<file path="src/rtl/perf_counter_unit_pkg.sv">
// Shared types for the performance-counter unit: counter width, divider states
// and the bundled counter record.
package perf_pkg;

    localparam int unsigned CNT_WIDTH_DEFAULT = 19;

    typedef logic [CNT_WIDTH_DEFAULT-1:0] cnt_t;

    typedef enum logic [1:0] {
        IDLE,
        DIV,
        DONE
    } div_state_t;

    typedef struct packed {
        cnt_t cycles;
        cnt_t stalls;
        cnt_t ariths;
        cnt_t mems;
        cnt_t insts;
    } perf_counts_t;

endpackage

</file>
<file path="src/rtl/perf_counter_unit_if.sv">
// Event inputs and count/CPI outputs of the performance-counter unit.
// The slave side is the counter unit, the master side is the pipeline/register file.
interface perf_counter_unit_if #(
    parameter int unsigned W = perf_pkg::CNT_WIDTH_DEFAULT
);

    logic         stall_i;
    logic         arith_retire;
    logic         mem_retire;
    logic         inst_retire;
    logic         finish;
    logic [W-1:0] cycle_count;
    logic [W-1:0] stall_count;
    logic [W-1:0] aritmetric_count;
    logic [W-1:0] memory_count;
    logic [W-1:0] instruction_count;
    logic [W-1:0] cpi;
    logic         cpi_valid;

    modport master (
        output stall_i, arith_retire, mem_retire, inst_retire, finish,
        input  cycle_count, stall_count, aritmetric_count, memory_count,
               instruction_count, cpi, cpi_valid
    );

    modport slave (
        input  stall_i, arith_retire, mem_retire, inst_retire, finish,
        output cycle_count, stall_count, aritmetric_count, memory_count,
               instruction_count, cpi, cpi_valid
    );

endinterface

</file>
<file path="src/rtl/perf_counter_unit_seq_divider.sv">
// Start/busy restoring divider, one quotient bit per cycle MSB first; the quotient
// register and its sticky valid flag are written in the DONE state.
module seq_divider
    import perf_pkg::*;
#(
    parameter int unsigned W = CNT_WIDTH_DEFAULT
) (
    input  logic         clk,
    input  logic         rst,
    input  logic         start,
    input  logic [W-1:0] dividend,
    input  logic [W-1:0] divisor,
    output logic         busy,
    output logic [W-1:0] quotient,
    output logic         valid
);

    localparam int unsigned IW = (W > 1) ? $clog2(W) : 1;

    div_state_t    state_q, state_d;
    logic [W-1:0]  dvd_q, dvd_d;
    logic [W-1:0]  dvs_q, dvs_d;
    logic [W:0]    rem_q, rem_d;
    logic [IW-1:0] iter_q, iter_d;
    logic [W-1:0]  quot_q, quot_d;
    logic          valid_q, valid_d;
    logic [W+1:0]  rem_sh;

    always_comb begin
        state_d = state_q;
        dvd_d   = dvd_q;
        dvs_d   = dvs_q;
        rem_d   = rem_q;
        iter_d  = iter_q;
        quot_d  = quot_q;
        valid_d = valid_q;
        rem_sh  = {rem_q, dvd_q[W-1]};
        case (state_q)
            IDLE: begin
                if (start) begin
                    state_d = DIV;
                    dvd_d   = dividend;
                    dvs_d   = divisor;
                    rem_d   = '0;
                    iter_d  = '0;
                end
            end
            DIV: begin
                // Dividend register doubles as the quotient shift register.
                if (rem_sh >= {2'b00, dvs_q}) begin
                    rem_d = rem_sh[W:0] - {1'b0, dvs_q};
                    dvd_d = {dvd_q[W-2:0], 1'b1};
                end else begin
                    rem_d = rem_sh[W:0];
                    dvd_d = {dvd_q[W-2:0], 1'b0};
                end
                iter_d = iter_q + 1'b1;
                if (iter_q == IW'(W - 1)) begin
                    state_d = DONE;
                end
            end
            DONE: begin
                quot_d  = dvd_q;
                valid_d = 1'b1;
                state_d = IDLE;
            end
            default: state_d = IDLE;
        endcase
    end

    always_ff @(posedge clk) begin
        if (rst) begin
            state_q <= IDLE;
            dvd_q   <= '0;
            dvs_q   <= '0;
            rem_q   <= '0;
            iter_q  <= '0;
            quot_q  <= '0;
            valid_q <= 1'b0;
        end else begin
            state_q <= state_d;
            dvd_q   <= dvd_d;
            dvs_q   <= dvs_d;
            rem_q   <= rem_d;
            iter_q  <= iter_d;
            quot_q  <= quot_d;
            valid_q <= valid_d;
        end
    end

    assign busy     = (state_q != IDLE);
    assign quotient = quot_q;
    assign valid    = valid_q;

endmodule

</file>
<file path="src/rtl/perf_counter_unit.sv">
// Saturating cycle/stall/retire counters frozen by finish, plus a sequential CPI
// divider compiled in only when PERF_CPI_EN is defined (otherwise cpi/cpi_valid read 0).
module perf_counter_unit
    import perf_pkg::*;
#(
    parameter int unsigned CNT_WIDTH = CNT_WIDTH_DEFAULT
) (
    input logic                clk,
    input logic                rst,
    perf_counter_unit_if.slave bus
);

    // Counters live in full-width package fields and cap at this instance's width.
    localparam cnt_t CNT_MAX = cnt_t'((64'd1 << CNT_WIDTH) - 64'd1);

    function automatic cnt_t sat_inc(input cnt_t v, input logic ev);
        return (ev && (v != CNT_MAX)) ? v + cnt_t'(1) : v;
    endfunction

    perf_counts_t counts_q, counts_d;

    always_comb begin
        counts_d = counts_q;
        if (!bus.finish) begin
            counts_d.cycles = sat_inc(counts_q.cycles, 1'b1);
            counts_d.stalls = sat_inc(counts_q.stalls, bus.stall_i);
            counts_d.ariths = sat_inc(counts_q.ariths, bus.arith_retire);
            counts_d.mems   = sat_inc(counts_q.mems,   bus.mem_retire);
            counts_d.insts  = sat_inc(counts_q.insts,  bus.inst_retire);
        end
    end

    always_ff @(posedge clk) begin
        if (rst) begin
            counts_q <= '0;
        end else begin
            counts_q <= counts_d;
        end
    end

    assign bus.cycle_count       = counts_q.cycles[CNT_WIDTH-1:0];
    assign bus.stall_count       = counts_q.stalls[CNT_WIDTH-1:0];
    assign bus.aritmetric_count  = counts_q.ariths[CNT_WIDTH-1:0];
    assign bus.memory_count      = counts_q.mems[CNT_WIDTH-1:0];
    assign bus.instruction_count = counts_q.insts[CNT_WIDTH-1:0];

`ifdef PERF_CPI_EN
    logic div_busy;
    logic div_start;

    assign div_start = !div_busy && (counts_q.insts != '0);

    seq_divider #(
        .W(CNT_WIDTH)
    ) u_div (
        .clk      (clk),
        .rst      (rst),
        .start    (div_start),
        .dividend (counts_q.cycles[CNT_WIDTH-1:0]),
        .divisor  (counts_q.insts[CNT_WIDTH-1:0]),
        .busy     (div_busy),
        .quotient (bus.cpi),
        .valid    (bus.cpi_valid)
    );
`else
    assign bus.cpi       = '0;
    assign bus.cpi_valid = 1'b0;
`endif

endmodule
</file>
<file path="src/flat_wrapper.sv">
// flat-port wrapper written by rule: the top's interface ports become plain ports
module perf_counter_unit_flat import perf_pkg::*;
#(
    parameter int unsigned CNT_WIDTH = CNT_WIDTH_DEFAULT
)
  (clk, rst, bus_stall_i, bus_arith_retire, bus_mem_retire, bus_inst_retire, bus_finish, bus_cycle_count, bus_stall_count, bus_aritmetric_count, bus_memory_count, bus_instruction_count, bus_cpi, bus_cpi_valid);
  perf_counter_unit_if bus_i ();
  input logic clk;
  input logic rst;
  input wire logic [$bits(bus_i.stall_i)-1:0] bus_stall_i;
  input wire logic [$bits(bus_i.arith_retire)-1:0] bus_arith_retire;
  input wire logic [$bits(bus_i.mem_retire)-1:0] bus_mem_retire;
  input wire logic [$bits(bus_i.inst_retire)-1:0] bus_inst_retire;
  input wire logic [$bits(bus_i.finish)-1:0] bus_finish;
  output wire logic [$bits(bus_i.cycle_count)-1:0] bus_cycle_count;
  output wire logic [$bits(bus_i.stall_count)-1:0] bus_stall_count;
  output wire logic [$bits(bus_i.aritmetric_count)-1:0] bus_aritmetric_count;
  output wire logic [$bits(bus_i.memory_count)-1:0] bus_memory_count;
  output wire logic [$bits(bus_i.instruction_count)-1:0] bus_instruction_count;
  output wire logic [$bits(bus_i.cpi)-1:0] bus_cpi;
  output wire logic [$bits(bus_i.cpi_valid)-1:0] bus_cpi_valid;
  assign bus_i.stall_i = bus_stall_i;
  assign bus_i.arith_retire = bus_arith_retire;
  assign bus_i.mem_retire = bus_mem_retire;
  assign bus_i.inst_retire = bus_inst_retire;
  assign bus_i.finish = bus_finish;
  assign bus_cycle_count = bus_i.cycle_count;
  assign bus_stall_count = bus_i.stall_count;
  assign bus_aritmetric_count = bus_i.aritmetric_count;
  assign bus_memory_count = bus_i.memory_count;
  assign bus_instruction_count = bus_i.instruction_count;
  assign bus_cpi = bus_i.cpi;
  assign bus_cpi_valid = bus_i.cpi_valid;
  perf_counter_unit #(.CNT_WIDTH(CNT_WIDTH)) u_core (.clk(clk), .rst(rst), .bus(bus_i));
endmodule
</file>
<file path="config.mk">
export PLATFORM = sky130hd
export DESIGN_NAME = perf_counter_unit_flat
export DESIGN_NICKNAME = d
export VERILOG_FILES = /design/src/rtl/perf_counter_unit_pkg.sv /design/src/rtl/perf_counter_unit_if.sv /design/src/rtl/perf_counter_unit_seq_divider.sv /design/src/rtl/perf_counter_unit.sv /design/src/flat_wrapper.sv
export SDC_FILE = /design/constraint.sdc
export NUM_CORES = 1
export LEC_CHECK = 0
export ABC_AREA = 1
export ABC_CLOCK_PERIOD_IN_PS = 1450
export CORE_ASPECT_RATIO = 0.8
export CORE_MARGIN = 1
export CORE_UTILIZATION = 35
export CTS_CLUSTER_SIZE = 24
export DETAILED_ROUTE_END_ITERATION = 10
export PLACE_DENSITY = 0.64
export SYNTH_ARGS = -nofsm -noshare
export SYNTH_HDL_FRONTEND = slang
export SYNTH_SLANG_ARGS = --single-unit
</file>
<file path="constraint.sdc">
create_clock -name clk -period 1.45 [get_ports clk]
set_input_delay 0.29 -clock clk [delete_from_list [all_inputs] [get_ports clk]]
set_output_delay 0.29 -clock clk [all_outputs]
set_load 0.02 [all_outputs]
</file>
== Yosys cells after proc, flatten, opt, wreduce, memory -nomap -nowiden ==
Cells that the tools add are included.
Widths: inputs -> output; s select.
Word-level totals
  bits in registers: 95
  output and inout port bits: 115
  logic and storage cells: 25
Operators by class
  add/subtract/negate cells: 5
  equality and inequality tests: 5
  bitwise gates (word level): 1
  reductions and logical operators: 9
Operators by type and width (number)
  $add 19x1->19 const B: 5
  $ne 19x19->1 const B: 5
  $reduce_and 2->1: 5
  $logic_and 1x1->1: 4
  $not 1->1: 1

== Longest topological paths before layout ==
Gate-level depths: netlist of run 1.
  depth in word-level cells: 3
  depth in mapped cells: 11
  gate-level depth less buffers: 10

== Worst setup path before layout of run 1 ==
OpenSTA, ideal clock, no wires.
  path type: reg-to-reg
  start point: reg u_core.counts_q, in the netlist u_core.bus.aritmetric_count[1]
  end point: reg u_core.counts_q, in the netlist u_core.bus.aritmetric_count[9]
  arrival: 1546 ps
  required time: 1322 ps
  path slack: -223 ps
  stages on the path, launching flop included: 12
  buffers on the path: 1
  clock period less this slack: 1673 ps
  path through: dfxtp_1 > ha_1 > nand2_2 > nor2_2 > nand2_2 > nor2_4 > nand2_2 > buf_6 > nand3_1 > nand2_1 > nand2_1 > nor2_1
On the way
  cells in the longest elaborated chain, start to end: 3
  elaborated cells between the ends (all ways): 4
RTL lines
  start, declared: line perf_counter_unit.sv:20  | perf_counts_t counts_q, counts_d;
  start signal, assigned: line perf_counter_unit.sv:37  | counts_q <= counts_d;
  parallel branches: the longest is 3 deep, another holds $add 19x1->19
Several ways; the timed one is not identified.
A chain may end at the register's enable or synchronous reset.

== Worst setup path in the final report of run 1 ==
  start point: reg u_core.counts_q, in the netlist u_core.bus.instruction_count[13]
  end point: reg u_core.counts_q, in the netlist u_core.bus.instruction_count[17]
Same word-level chain as after synthesis.

==> impl_metrics.xml, run 1 <==
<?xml version="1.0" encoding="UTF-8"?>
<metrics>
  <group name="outcome">
    <metric name="run_status" unit="">finished, violations left</metric>
    <metric name="failing_checks" unit="">setup timing</metric>
  </group>
  <group name="hold_path">
    <metric name="timing.hold.worst.start" unit="">u_core.bus.stall_count[18]$_SDFFE_PP0P_</metric>
    <metric name="hold-path-cell-count" unit="">2</metric>
    <metric name="worst_hold_path.endpoint" unit="">u_core.bus.stall_count[18]$_SDFFE_PP0P_</metric>
    <metric name="hp-class" unit="">reg2reg</metric>
  </group>
  <group name="yosys">
    <metric name="post-synth-top-area-cell" unit="">sky130_fd_sc_hd__dfxtp_1</metric>
    <metric name="ys_top_cells_by_count" unit="">sky130_fd_sc_hd__nand2_1 (231), sky130_fd_sc_hd__nor2_1 (180), sky130_fd_sc_hd__inv_1 (130), sky130_fd_sc_hd__dfxtp_1 (95), sky130_fd_sc_hd__nand3_1 (70)</metric>
    <metric name="syn-instance-count" unit="">941</metric>
    <metric name="synth.top_cell.area_share" unit="%">32.4</metric>
    <metric name="synth-main-ff-cell" unit="">sky130_fd_sc_hd__dfxtp_1</metric>
    <metric name="yosysSeqAreaShare" unit="%">32.4</metric>
    <metric name="synth_area_leaders" unit="">sky130_fd_sc_hd__dfxtp_1 (32%), sky130_fd_sc_hd__nand2_1 (15%), sky130_fd_sc_hd__nor2_1 (11%)</metric>
    <metric name="cell_variety_after_synth" unit="">31</metric>
    <metric name="postSynthRegisterBits" unit="">95</metric>
    <metric name="asyncSetResetFlopFracSynth" unit="%">0</metric>
    <metric name="synth_area" unit="mm²">0.00588</metric>
    <metric name="yosys_warnings" unit="">0</metric>
    <metric name="mean_instance_size_in_the_synthesized_netlist" unit="µm²">6.24</metric>
    <metric name="post-synth-top-count-cell" unit="">sky130_fd_sc_hd__nand2_1</metric>
    <metric name="synth_edf_count" unit="">0</metric>
  </group>
  <group name="timing">
    <metric name="postLayoutSetupSlackWorst" unit="ns">-0.0779</metric>
    <metric name="finalHoldViolations" unit="">0</metric>
    <metric name="timing_max_transition_violations_final" unit="">0</metric>
    <metric name="setup_viol" unit="">32</metric>
    <metric name="layout_worst_path_cycle_share" unit="%">105</metric>
    <metric name="worst_clock_skew" unit="ns">0.00635</metric>
    <metric name="period_minus_slack" unit="ns">1.53</metric>
    <metric name="grt_setup_unrepaired" unit="">yes</metric>
    <metric name="tns" unit="ns">-0.904</metric>
    <metric name="max_freq" unit="MHz">654</metric>
  </group>
  <group name="worst_setup_path">
    <metric name="crit-reg2reg-launch" unit="">u_core.bus.instruction_count[13]$_SDFFE_PP0P_</metric>
    <metric name="critical_path_class" unit="">reg2reg</metric>
    <metric name="critical_path.cell_chain" unit="">nand4_1 &gt; nor2_2 &gt; nand3_4 &gt; buf_12 &gt; nand2_8 &gt; nor2_4 &gt; nor2_2 &gt; nor2_1</metric>
    <metric name="setup.worst_path.start_class" unit="">flip-flop</metric>
    <metric name="worst-path-max-fanout" unit="">7</metric>
    <metric name="critPathRequiredTime" unit="ns">1.70</metric>
    <metric name="worst_setup_path_end_kind" unit="">flip-flop</metric>
    <metric name="rr_worst_depth" unit="">8</metric>
    <metric name="arrival" unit="ns">1.78</metric>
    <metric name="max_stage_delay" unit="ns">0.34</metric>
    <metric name="crit_path_top_delay_cell" unit="">sky130_fd_sc_hd__dfxtp_1</metric>
    <metric name="regToRegEndpoint" unit="">u_core.bus.instruction_count[17]$_SDFFE_PP0P_</metric>
    <metric name="cp_common_cell" unit="">sky130_fd_sc_hd__nor2_2</metric>
    <metric name="register_to_register_setup_slack" unit="ns">-0.08</metric>
  </group>
  <group name="placement">
    <metric name="buffer_ports.inserted" unit="">101</metric>
    <metric name="routabilityCongestion" unit="">0.850</metric>
    <metric name="dp_cells" unit="">1348</metric>
    <metric name="dp_hpwl" unit="mm">12.0</metric>
    <metric name="detailed_place.area" unit="mm²">0.00802</metric>
  </group>
  <group name="clock_tree">
    <metric name="root_buffer" unit="">sky130_fd_sc_hd__clkbuf_16</metric>
    <metric name="max-clock-path-buffers" unit="">2</metric>
    <metric name="htree_levels" unit="">3</metric>
    <metric name="cts_inserted_buffers" unit="">9</metric>
    <metric name="total_of_hold_buffers_inserted_after_clock_tree_synthesis" unit="">0</metric>
    <metric name="tritoncts" unit="">done</metric>
    <metric name="clk-insertion-delay-late" unit="ns">0.35</metric>
    <metric name="clk_transition_reported_paths" unit="ns">0.06</metric>
    <metric name="clock_sinks" unit="">95</metric>
  </group>
  <group name="flow_run">
    <metric name="count_of_max_cap_constraint_violations" unit="">0</metric>
  </group>
  <group name="layout">
    <metric name="finalInstanceArea" unit="mm²">0.00937</metric>
    <metric name="design.final.nets" unit="">1186</metric>
    <metric name="antenna_cells_inserted" unit="">0</metric>
    <metric name="area_growth" unit="%">59.4</metric>
    <metric name="nFillCells" unit="">1515</metric>
    <metric name="final_cell_count_no_fill" unit="">1394</metric>
    <metric name="final_core_occ" unit="%">58.2</metric>
    <metric name="area_taken_by_multi_input_logic_gates" unit="mm²">0.00407</metric>
    <metric name="seqCellArea" unit="mm²">0.00201</metric>
    <metric name="drive_gt1_share" unit="%">37.2</metric>
  </group>
  <group name="floorplanning">
    <metric name="die_height" unit="µm">118</metric>
    <metric name="design.portCount" unit="">122</metric>
    <metric name="start_util" unit="%">36.5</metric>
    <metric name="dieWidth" unit="µm">147</metric>
    <metric name="coreArea" unit="mm²">0.0161</metric>
    <metric name="rows" unit="">41</metric>
    <metric name="full_die_area" unit="mm²">0.0173</metric>
  </group>
  <group name="power">
    <metric name="vdd_ir_max" unit="µV">632</metric>
    <metric name="total_power_divided_by_cell_area" unit="mW/mm²">593</metric>
    <metric name="leakage" unit="nW">4.12</metric>
  </group>
  <group name="drt">
    <metric name="vias" unit="">6701</metric>
    <metric name="drt-pass1-iter-count" unit="">5</metric>
    <metric name="wl_per_cell" unit="µm">13.1</metric>
    <metric name="postRouteAntennaNets" unit="">0</metric>
    <metric name="number_of_remaining_drc_errors" unit="">0</metric>
    <metric name="routed_wirelength" unit="mm">18.3</metric>
    <metric name="drc_violation_total_after_the_first_tritonroute_iteration" unit="">413</metric>
    <metric name="drt-vias-per-instance" unit="">4.81</metric>
  </group>
  <group name="grt">
    <metric name="use_met3" unit="%">3.53</metric>
    <metric name="grtUsageTotal" unit="%">19.7</metric>
    <metric name="top_usage_layer" unit="">met2</metric>
    <metric name="use_met2" unit="%">31.2</metric>
    <metric name="first_pass_grt_wire_length" unit="mm">27.7</metric>
    <metric name="gr-usage-met1" unit="%">27.3</metric>
    <metric name="antenna_found_initial" unit="">0</metric>
    <metric name="grt_pass1_vias" unit="">5757</metric>
    <metric name="grt_max_degree" unit="">35</metric>
    <metric name="globalRoute.totalOverflow" unit="">0</metric>
  </group>
</metrics>
-- power breakdown --
| group | internal (mW) | switching, mW | leakage, nW | total, mW |
|---|---|---|---|---|
| Combinational | 0.263 | 0.434 | 3.19 | 0.696 |
| Clock | 1.15 | 1.03 | 0.124 | 2.18 |
| Sequential | 2.64 | 0.0437 | 0.800 | 2.68 |
-- flip-flops by register name (all words and copies together), names as in the netlist --
| signal | flops |
|---|---|
| u_core.bus.stall_count | 19 |
| u_core.bus.instruction_count | 19 |
| u_core.bus.cycle_count | 19 |
| u_core.bus.aritmetric_count | 19 |
| u_core.bus.memory_count | 19 |
-- cells in the final DEF, fill, tap and decap left out, drive strengths merged, types with 13 or more instances in the layout --
master / count
nand4: 44
clkdlybuf4s15: 38
dlygate4sd2: 50
nor3: 23
conb: 20
nor2: 194
inv: 129
o21ai: 15
a21oi: 31
buf: 149
clkbuf: 20
nand2: 236
nand3: 91
dfxtp: 95
xor2: 13
-- worst max-delay path, delay by kind of cell, from the launching register on --
| family | cells | cell delay, ns |
|---|---|---|
| simple gates | 7 | 0.88 |
| flops | 1 | 0.34 |
| buf+inv | 1 | 0.22 |
-- cell families (layout without fill, tap and decap cells) --
logic type	count (synthesis)	after routing	synth area share [%]
compound gates	46	46	3.92
other cells	1	20	0.0638
xor+xnor	17	17	2.53
buf+inv	184	399	14.4
flops	95	95	32.4
fa+ha+maj	5	5	1.06
simple gates	593	597	45.7
-- metal layers --
metal | wire length (µm) | vias up | share of wire (%)
met3 | 926 | 32 | 5.1
met2 | 8370 | 186 | 46
met5 | 0 | - | 0
li1 | - | 3386 | -
met4 | 281 | 0 | 1.5
met1 | 8700 | 3097 | 48
-- worst max-delay path by stage --
stage,startpoint,to,depth (start not counted)
2_1_floorplan,u_core.bus.aritmetric_count[0]$_SDFFE_PP0P_,u_core.bus.aritmetric_count[9]$_SDFFE_PP0P_,11
3_3_place_gp,bus_finish,u_core.bus.aritmetric_count[11]$_SDFFE_PP0P_,10
3_5_place_dp,bus_finish,u_core.bus.aritmetric_count[7]$_SDFFE_PP0P_,10
4_1_cts,u_core.bus.stall_count[2]$_SDFFE_PP0P_,bus_stall_count[2],1
5_1_grt,u_core.bus.cycle_count[0]$_SDFFE_PP0P_,u_core.bus.cycle_count[4]$_SDFFE_PP0P_,9
6_report,u_core.bus.instruction_count[13]$_SDFFE_PP0P_,u_core.bus.instruction_count[17]$_SDFFE_PP0P_,8
-- cell type report --
class | count | area share, %
clock buffer | 11 | 2.48
clock inverter | 5 | 0.267
inverter | 131 | 5.42
multi-input combinational | 685 | 43.4
sequential | 95 | 21.5
tap | 215 | 2.87
timing repair buffer | 252 | 24.1
-- repair_timing --
item | in CTS | in global routing
buffers inserted | 6 | 19
pin swaps | 19 | 77
cloned | 4 | 3
endpoints found under the setup margin | 146 | 130
gates resized for setup | 171 | 236
-- through the flow --
| stage | power [mW] | hold WS (ns) | worst slack, ns |
|---|---|---|---|
| floorplan | 3.15 | 0.493 | -0.0137 |
| CTS | 5.57 | 0.488 | -0.00249 |
| detailed placement | 3.38 | 0.474 | -0.375 |
| global route | 5.80 | 0.510 | -0.127 |
| global placement | 3.38 | 0.469 | -0.351 |
| finish | 5.56 | 0.489 | -0.0779 |
No activity file was read; power rests on OpenSTA's default activity.
==> run 2, diff against run 1 <==
CORE_UTILIZATION = 47   (was 35)
PLACE_DENSITY = 0.81   (was 0.64)
==> run 2 against run 1 <==
Compared with the run above:
- the flow still finishes with violations (setup timing)
- routed wire length is 6.1% higher
- worst setup slack worse by 0.071 ns
- cell count is 6.4% lower
- non-clock buffer count is 22 lower
- critical path depth is 2 higher
- global-route usage is 6.1 points higher
- hold slack worse by 0.0059 ns
- total power is 4.4% higher
- design area is 4.8% lower
- critical path type unchanged
- largest cell class unchanged
- largest power group unchanged
==> impl_metrics.xml, run 2 (synthesis gave the netlist of run 1 again) <==
<?xml version="1.0" encoding="UTF-8"?>
<metrics>
  <group name="timing">
    <metric name="postLayoutSetupSlackWorst" unit="ns">-0.149</metric>
    <metric name="layout_worst_path_cycle_share" unit="%">110</metric>
    <metric name="tns" unit="ns">-2.30</metric>
    <metric name="setup_viol" unit="">55</metric>
    <metric name="worst_clock_skew" unit="ns">0.00630</metric>
    <metric name="period_minus_slack" unit="ns">1.60</metric>
    <metric name="timing_max_transition_violations_final" unit="">0</metric>
    <metric name="grt_setup_unrepaired" unit="">yes</metric>
    <metric name="finalHoldViolations" unit="">0</metric>
    <metric name="max_freq" unit="MHz">625</metric>
  </group>
  <group name="clock_tree">
    <metric name="clock_sinks" unit="">95</metric>
    <metric name="cts_inserted_buffers" unit="">9</metric>
    <metric name="max-clock-path-buffers" unit="">2</metric>
    <metric name="tritoncts" unit="">done</metric>
    <metric name="clk_transition_reported_paths" unit="ns">0.07</metric>
    <metric name="clk-insertion-delay-late" unit="ns">0.35</metric>
    <metric name="htree_levels" unit="">3</metric>
    <metric name="total_of_hold_buffers_inserted_after_clock_tree_synthesis" unit="">0</metric>
    <metric name="root_buffer" unit="">sky130_fd_sc_hd__clkbuf_16</metric>
  </group>
  <group name="worst_setup_path">
    <metric name="cp_common_cell" unit="">sky130_fd_sc_hd__nand2_1</metric>
    <metric name="critPathRequiredTime" unit="ns">1.69</metric>
    <metric name="critical_path.cell_chain" unit="">nand2_1 &gt; inv_1 &gt; nand2_1 &gt; nor2_2 &gt; nand3_4 &gt; buf_4 &gt; nand3_1 &gt; nand2_1 &gt; nand2_1 &gt; nor2_1</metric>
    <metric name="max_stage_delay" unit="ns">0.36</metric>
    <metric name="worst_setup_path_end_kind" unit="">flip-flop</metric>
    <metric name="register_to_register_setup_slack" unit="ns">-0.15</metric>
    <metric name="arrival" unit="ns">1.84</metric>
    <metric name="regToRegEndpoint" unit="">u_core.bus.stall_count[6]$_SDFFE_PP0P_</metric>
    <metric name="crit_path_top_delay_cell" unit="">sky130_fd_sc_hd__dfxtp_2</metric>
    <metric name="crit_family" unit="">simple AND/OR/NAND/NOR gates</metric>
    <metric name="critical_path_class" unit="">reg2reg</metric>
    <metric name="setup.worst_path.start_class" unit="">flip-flop</metric>
    <metric name="worst-path-max-fanout" unit="">7</metric>
    <metric name="wp_buf_inv" unit="">2</metric>
    <metric name="rr_worst_depth" unit="">10</metric>
    <metric name="crit-reg2reg-launch" unit="">u_core.bus.stall_count[9]$_SDFFE_PP0P_</metric>
  </group>
  <group name="layout">
    <metric name="design.final.nets" unit="">1160</metric>
    <metric name="final_core_occ" unit="%">73.3</metric>
    <metric name="commonest_cells_after_routing_fill_and_taps_aside" unit="">sky130_fd_sc_hd__nand2_1 (211), sky130_fd_sc_hd__nor2_1 (149), sky130_fd_sc_hd__inv_1 (118), sky130_fd_sc_hd__buf_4 (108), sky130_fd_sc_hd__dlygate4sd2_1 (61)</metric>
    <metric name="antenna_cells_inserted" unit="">0</metric>
    <metric name="layout_commonest_cell" unit="">sky130_fd_sc_hd__nand2_1</metric>
    <metric name="area_growth" unit="%">51.8</metric>
    <metric name="seqCellArea" unit="mm²">0.00200</metric>
    <metric name="final_cell_count_no_fill" unit="">1305</metric>
    <metric name="drive_gt1_share" unit="%">32.9</metric>
    <metric name="nFillCells" unit="">843</metric>
    <metric name="area_taken_by_multi_input_logic_gates" unit="mm²">0.00391</metric>
  </group>
  <group name="floorplanning">
    <metric name="rows" unit="">36</metric>
    <metric name="coreArea" unit="mm²">0.0122</metric>
    <metric name="die_height" unit="µm">102</metric>
    <metric name="dieWidth" unit="µm">127</metric>
    <metric name="full_die_area" unit="mm²">0.0130</metric>
    <metric name="start_util" unit="%">48.3</metric>
    <metric name="design.portCount" unit="">122</metric>
  </group>
  <group name="drt">
    <metric name="vias" unit="">6875</metric>
    <metric name="wl_per_cell" unit="µm">14.9</metric>
    <metric name="number_of_remaining_drc_errors" unit="">0</metric>
    <metric name="drt-vias-per-instance" unit="">5.27</metric>
    <metric name="wl_met1" unit="mm">8.41</metric>
    <metric name="postRouteAntennaNets" unit="">0</metric>
    <metric name="top_layer_used" unit="">met4</metric>
    <metric name="routed_wirelength" unit="mm">19.4</metric>
    <metric name="detailroute.wirelength.met2" unit="mm">9.29</metric>
    <metric name="drt-pass1-iter-count" unit="">5</metric>
    <metric name="drc_violation_total_after_the_first_tritonroute_iteration" unit="">892</metric>
    <metric name="met3WireLength" unit="mm">1.19</metric>
  </group>
  <group name="hold_path">
    <metric name="hp-class" unit="">reg2reg</metric>
    <metric name="timing.hold.worst.start" unit="">u_core.bus.instruction_count[18]$_SDFFE_PP0P_</metric>
    <metric name="hold-path-cell-count" unit="">2</metric>
    <metric name="worst_hold_path.endpoint" unit="">u_core.bus.instruction_count[18]$_SDFFE_PP0P_</metric>
  </group>
  <group name="grt">
    <metric name="globalRoute.totalOverflow" unit="">0</metric>
    <metric name="antenna_found_initial" unit="">0</metric>
    <metric name="grt_max_degree" unit="">29</metric>
    <metric name="first_pass_grt_wire_length" unit="mm">27.0</metric>
    <metric name="grtUsageTotal" unit="%">25.8</metric>
    <metric name="grt_pass1_vias" unit="">5907</metric>
  </group>
  <group name="power">
    <metric name="total_power_divided_by_cell_area" unit="mW/mm²">651</metric>
    <metric name="total_power" unit="mW">5.80</metric>
    <metric name="vdd_ir_max" unit="µV">765</metric>
    <metric name="leakage" unit="nW">4.00</metric>
  </group>
  <group name="placement">
    <metric name="buffer_ports.inserted" unit="">101</metric>
    <metric name="dp_hpwl" unit="mm">11.5</metric>
    <metric name="post-place-ws" unit="ns">-0.408</metric>
    <metric name="dp_cells" unit="">1269</metric>
    <metric name="routabilityCongestion" unit="">0.898</metric>
  </group>
  <group name="flow_run">
    <metric name="count_of_max_cap_constraint_violations" unit="">0</metric>
  </group>
  <group name="outcome">
    <metric name="failing_checks" unit="">setup timing</metric>
    <metric name="run_status" unit="">finished, violations left</metric>
  </group>
</metrics>
run 2: cell count changes in the layout (fill, tap and decap cells not counted), sizes merged, moves of 2 or more:
| cell | change |
|---|---|
| inv | +2 |
| nand3 | -4 |
| clkbuf | +7 |
| clkdlybuf4s15 | -18 |
| clkinv | -4 |
| dlygate4sd2 | +11 |
| buf | -21 |
run 2: where the power goes:
| group | internal [mW] | total [mW] | switching, mW |
|---|---|---|---|
| sequential | 2.64 | 2.69 | 0.0523 |
| combinational | 0.247 | 0.671 | 0.423 |
| clock | 1.38 | 2.44 | 1.06 |
run 2: worst max-delay path by stage:
stage | end | from | cells past startpoint
floorplan | u_core.bus.aritmetric_count[9]$_SDFFE_PP0P_ | u_core.bus.aritmetric_count[0]$_SDFFE_PP0P_ | 11
global placement | u_core.bus.memory_count[14]$_SDFFE_PP0P_ | bus_finish | 8
detailed placement | u_core.bus.memory_count[17]$_SDFFE_PP0P_ | bus_finish | 8
CTS | u_core.bus.aritmetric_count[5]$_SDFFE_PP0P_ | u_core.bus.aritmetric_count[1]$_SDFFE_PP0P_ | 11
global route | u_core.bus.aritmetric_count[15]$_SDFFE_PP0P_ | u_core.bus.aritmetric_count[3]$_SDFFE_PP0P_ | 7
finish | u_core.bus.stall_count[6]$_SDFFE_PP0P_ | u_core.bus.stall_count[9]$_SDFFE_PP0P_ | 10
run 2: final cells by class:
type / count / share of cell area, %
flip-flops and latches: 95 / 22.4
multi-input cells: 681 / 43.8
well taps: 152 / 2.13
clock inverters: 5 / 0.645
inverters: 131 / 5.60
repair buffers: 230 / 22.7
clock buffers: 11 / 2.72
run 2: layer usage:
metal	GRT usage [%]	up-vias
li1	-	3327
met1	33.3	3186
met2	43.7	304
met3	5.18	58
met4	8.33	0
met5	0	-
run 2: stage by stage:
step / area (µm²) / hold slack (ns)
5_1_grt: 8920 / 0.509
4_1_cts: 8180 / 0.472
2_1_floorplan: 6070 / 0.493
6_report: 8920 / 0.483
3_5_place_dp: 7850 / 0.462
3_3_place_gp: 7850 / 0.460
run 2: tightest hold or removal path: cells and delay by family, from the launching register on:
kind | cells | cell delay [ns]
AOI/OAI and AO/OA | 1 | 0.05
buffers and inverters | 1 | 0.08
DFF | 1 | 0.31
run 2: timing repair:
item / 4_1_cts / 5_1_grt
buffers inserted: 8 / 10
cloned: 0 / 3
pin swaps: 9 / 57
gates resized for setup: 127 / 217
setup endpoints to repair: 136 / 130
==> run 3, diff against run 2 <==
CORE_ASPECT_RATIO = 1.2   (was 0.8)
GPL_ROUTABILITY_DRIVEN = 1   (was default)
==> run 3 against run 2 <==
Compared with the run above:
- the flow still finishes with violations (setup timing)
- clock power increased by 11%
- first-iteration DRC count down 57%
- total power is 5.0% higher
- clock skew fell by 0.00099 ns
- critical path type unchanged
==> impl_metrics.xml, run 3 (synthesis gave the netlist of run 1 again) <==
<?xml version="1.0" encoding="UTF-8"?>
<metrics>
  <group name="outcome">
    <metric name="run_status" unit="">finished, violations left</metric>
    <metric name="failing_checks" unit="">setup timing</metric>
  </group>
  <group name="power">
    <metric name="leakage" unit="nW">4.05</metric>
    <metric name="total_power_divided_by_cell_area" unit="mW/mm²">684</metric>
    <metric name="vdd_ir_max" unit="µV">610</metric>
  </group>
  <group name="grt">
    <metric name="antenna_found_initial" unit="">0</metric>
    <metric name="first_pass_grt_wire_length" unit="mm">26.7</metric>
    <metric name="globalRoute.totalOverflow" unit="">0</metric>
    <metric name="grtUsageTotal" unit="%">24.8</metric>
    <metric name="grt_pass1_vias" unit="">5963</metric>
    <metric name="grt_max_degree" unit="">29</metric>
  </group>
  <group name="clock_tree">
    <metric name="clock_sinks" unit="">95</metric>
    <metric name="tritoncts" unit="">done</metric>
    <metric name="cts_inserted_buffers" unit="">9</metric>
    <metric name="clk-insertion-delay-late" unit="ns">0.35</metric>
    <metric name="htree_levels" unit="">3</metric>
    <metric name="total_of_hold_buffers_inserted_after_clock_tree_synthesis" unit="">0</metric>
    <metric name="clk_transition_reported_paths" unit="ns">0.07</metric>
    <metric name="max-clock-path-buffers" unit="">2</metric>
    <metric name="root_buffer" unit="">sky130_fd_sc_hd__clkbuf_16</metric>
  </group>
  <group name="worst_setup_path">
    <metric name="arrival" unit="ns">1.87</metric>
    <metric name="rr_worst_depth" unit="">8</metric>
    <metric name="crit-reg2reg-launch" unit="">u_core.bus.memory_count[12]$_SDFFE_PP0P_</metric>
    <metric name="regToRegEndpoint" unit="">u_core.bus.memory_count[17]$_SDFFE_PP0P_</metric>
    <metric name="critPathRequiredTime" unit="ns">1.70</metric>
    <metric name="register_to_register_setup_slack" unit="ns">-0.17</metric>
    <metric name="worst-path-max-fanout" unit="">7</metric>
    <metric name="worst_setup_path_end_kind" unit="">flip-flop</metric>
    <metric name="critical_path_class" unit="">reg2reg</metric>
    <metric name="setup.worst_path.start_class" unit="">flip-flop</metric>
  </group>
  <group name="timing">
    <metric name="postLayoutSetupSlackWorst" unit="ns">-0.171</metric>
    <metric name="finalHoldViolations" unit="">0</metric>
    <metric name="period_minus_slack" unit="ns">1.62</metric>
    <metric name="max_freq" unit="MHz">617</metric>
    <metric name="worst_clock_skew" unit="ns">0.00531</metric>
    <metric name="layout_worst_path_cycle_share" unit="%">112</metric>
    <metric name="setup_viol" unit="">36</metric>
    <metric name="grt_setup_unrepaired" unit="">yes</metric>
    <metric name="timing_max_transition_violations_final" unit="">0</metric>
  </group>
  <group name="drt">
    <metric name="wl_per_cell" unit="µm">13.8</metric>
    <metric name="drc_violation_total_after_the_first_tritonroute_iteration" unit="">384</metric>
    <metric name="vias" unit="">6886</metric>
    <metric name="drt-vias-per-instance" unit="">5.20</metric>
    <metric name="drt-pass1-iter-count" unit="">5</metric>
    <metric name="postRouteAntennaNets" unit="">0</metric>
    <metric name="routed_wirelength" unit="mm">18.3</metric>
    <metric name="number_of_remaining_drc_errors" unit="">0</metric>
  </group>
  <group name="layout">
    <metric name="design.final.nets" unit="">1171</metric>
    <metric name="commonest_cells_after_routing_fill_and_taps_aside" unit="">sky130_fd_sc_hd__nand2_1 (208), sky130_fd_sc_hd__nor2_1 (157), sky130_fd_sc_hd__inv_1 (122), sky130_fd_sc_hd__buf_4 (115), sky130_fd_sc_hd__dlygate4sd2_1 (64)</metric>
    <metric name="nFillCells" unit="">919</metric>
    <metric name="area_taken_by_multi_input_logic_gates" unit="mm²">0.00382</metric>
    <metric name="antenna_cells_inserted" unit="">0</metric>
    <metric name="layout_commonest_cell" unit="">sky130_fd_sc_hd__nand2_1</metric>
    <metric name="seqCellArea" unit="mm²">0.00200</metric>
    <metric name="final_core_occ" unit="%">73.2</metric>
    <metric name="drive_gt1_share" unit="%">30.6</metric>
    <metric name="area_growth" unit="%">51.6</metric>
    <metric name="final_cell_count_no_fill" unit="">1325</metric>
  </group>
  <group name="placement">
    <metric name="post-place-ws" unit="ns">-0.420</metric>
    <metric name="dp_hpwl" unit="mm">11.5</metric>
    <metric name="buffer_ports.inserted" unit="">101</metric>
    <metric name="routabilityCongestion" unit="">0.852</metric>
    <metric name="dp_cells" unit="">1285</metric>
  </group>
  <group name="hold_path">
    <metric name="hp-class" unit="">reg2reg</metric>
    <metric name="worst_hold_path.endpoint" unit="">u_core.bus.cycle_count[13]$_SDFFE_PP0P_</metric>
    <metric name="hold-path-cell-count" unit="">2</metric>
    <metric name="timing.hold.worst.start" unit="">u_core.bus.cycle_count[13]$_SDFFE_PP0P_</metric>
  </group>
  <group name="floorplanning">
    <metric name="dieWidth" unit="µm">104</metric>
    <metric name="full_die_area" unit="mm²">0.0130</metric>
    <metric name="start_util" unit="%">48.3</metric>
    <metric name="die_height" unit="µm">124</metric>
    <metric name="rows" unit="">44</metric>
    <metric name="coreArea" unit="mm²">0.0122</metric>
    <metric name="design.portCount" unit="">122</metric>
  </group>
  <group name="flow_run">
    <metric name="count_of_max_cap_constraint_violations" unit="">0</metric>
  </group>
</metrics>
run 3: layer usage:
layer  share of wire (%)  up-vias  track usage [%]  wire length, µm
li1                    -     3366                -                -
met3                 5.2       58             3.56              949
met5                   0        -                0                0
met4                 2.7        0             9.58              498
met1                  40     3203             29.4             7370
met2                  52      259             44.9             9480
run 3: how the worst max path moves through the flow:
| stage | startpoint | to | slack [ns] |
|---|---|---|---|
| 2_1_floorplan | u_core.bus.aritmetric_count[0]$_SDFFE_PP0P_ | u_core.bus.aritmetric_count[9]$_SDFFE_PP0P_ | -0.01 |
| 3_3_place_gp | bus_finish | u_core.bus.aritmetric_count[13]$_SDFFE_PP0P_ | -0.38 |
| 3_5_place_dp | bus_finish | u_core.bus.aritmetric_count[13]$_SDFFE_PP0P_ | -0.42 |
| 4_1_cts | u_core.bus.aritmetric_count[1]$_SDFFE_PP0P_ | u_core.bus.aritmetric_count[9]$_SDFFE_PP0P_ | -0.008 |
| 5_1_grt | u_core.bus.memory_count[10]$_SDFFE_PP0P_ | u_core.bus.memory_count[17]$_SDFFE_PP0P_ | -0.23 |
| 6_report | u_core.bus.memory_count[12]$_SDFFE_PP0P_ | u_core.bus.memory_count[17]$_SDFFE_PP0P_ | -0.17 |
run 3: where the power goes:
part | switching [mW] | internal [mW]
Sequential | 0.0446 | 2.64
Clock | 1.05 | 1.67
Combinational | 0.433 | 0.256
run 3: stage by stage:
step | total power, mW | TNS, ns | hold slack (ns) | area, µm²
4_1_cts | 6.07 | -0.0189 | 0.476 | 8260
3_5_place_dp | 3.39 | -23.75 | 0.466 | 7870
3_3_place_gp | 3.37 | -20.11 | 0.460 | 7870
2_1_floorplan | 3.15 | -0.0137 | 0.493 | 6070
6_report | 6.10 | -1.95 | 0.477 | 8910
5_1_grt | 6.30 | -6.68 | 0.492 | 8910
run 3: area by class of cell:
| cell class | count | share of cell area [%] |
|---|---|---|
| Timing Repair Buffer | 235 | 22.9 |
| Tap cell | 161 | 2.26 |
| Sequential cell | 95 | 22.5 |
| Multi-Input combinational cell | 687 | 42.9 |
| Inverter | 131 | 5.63 |
| Clock inverter | 4 | 0.829 |
| Clock buffer | 12 | 3.01 |
run 3: critical path, cell delays in order (launching register included):
cell,delay (ns)
sky130_fd_sc_hd__dfxtp_2,0.33
sky130_fd_sc_hd__nand4_1,0.26
sky130_fd_sc_hd__nor2_2,0.25
sky130_fd_sc_hd__nand3_4,0.21
sky130_fd_sc_hd__buf_12,0.22
sky130_fd_sc_hd__nand2_4,0.07
sky130_fd_sc_hd__nor2_2,0.04
sky130_fd_sc_hd__nor2_1,0.10
sky130_fd_sc_hd__nor2_1,0.04
run 3: timing repair:
item | CTS | global route
setup endpoints to repair | 149 | 124
pin swaps | 12 | 41
buffers inserted | 2 | 13
gates resized for setup | 141 | 163
gates cloned | 2 | 8
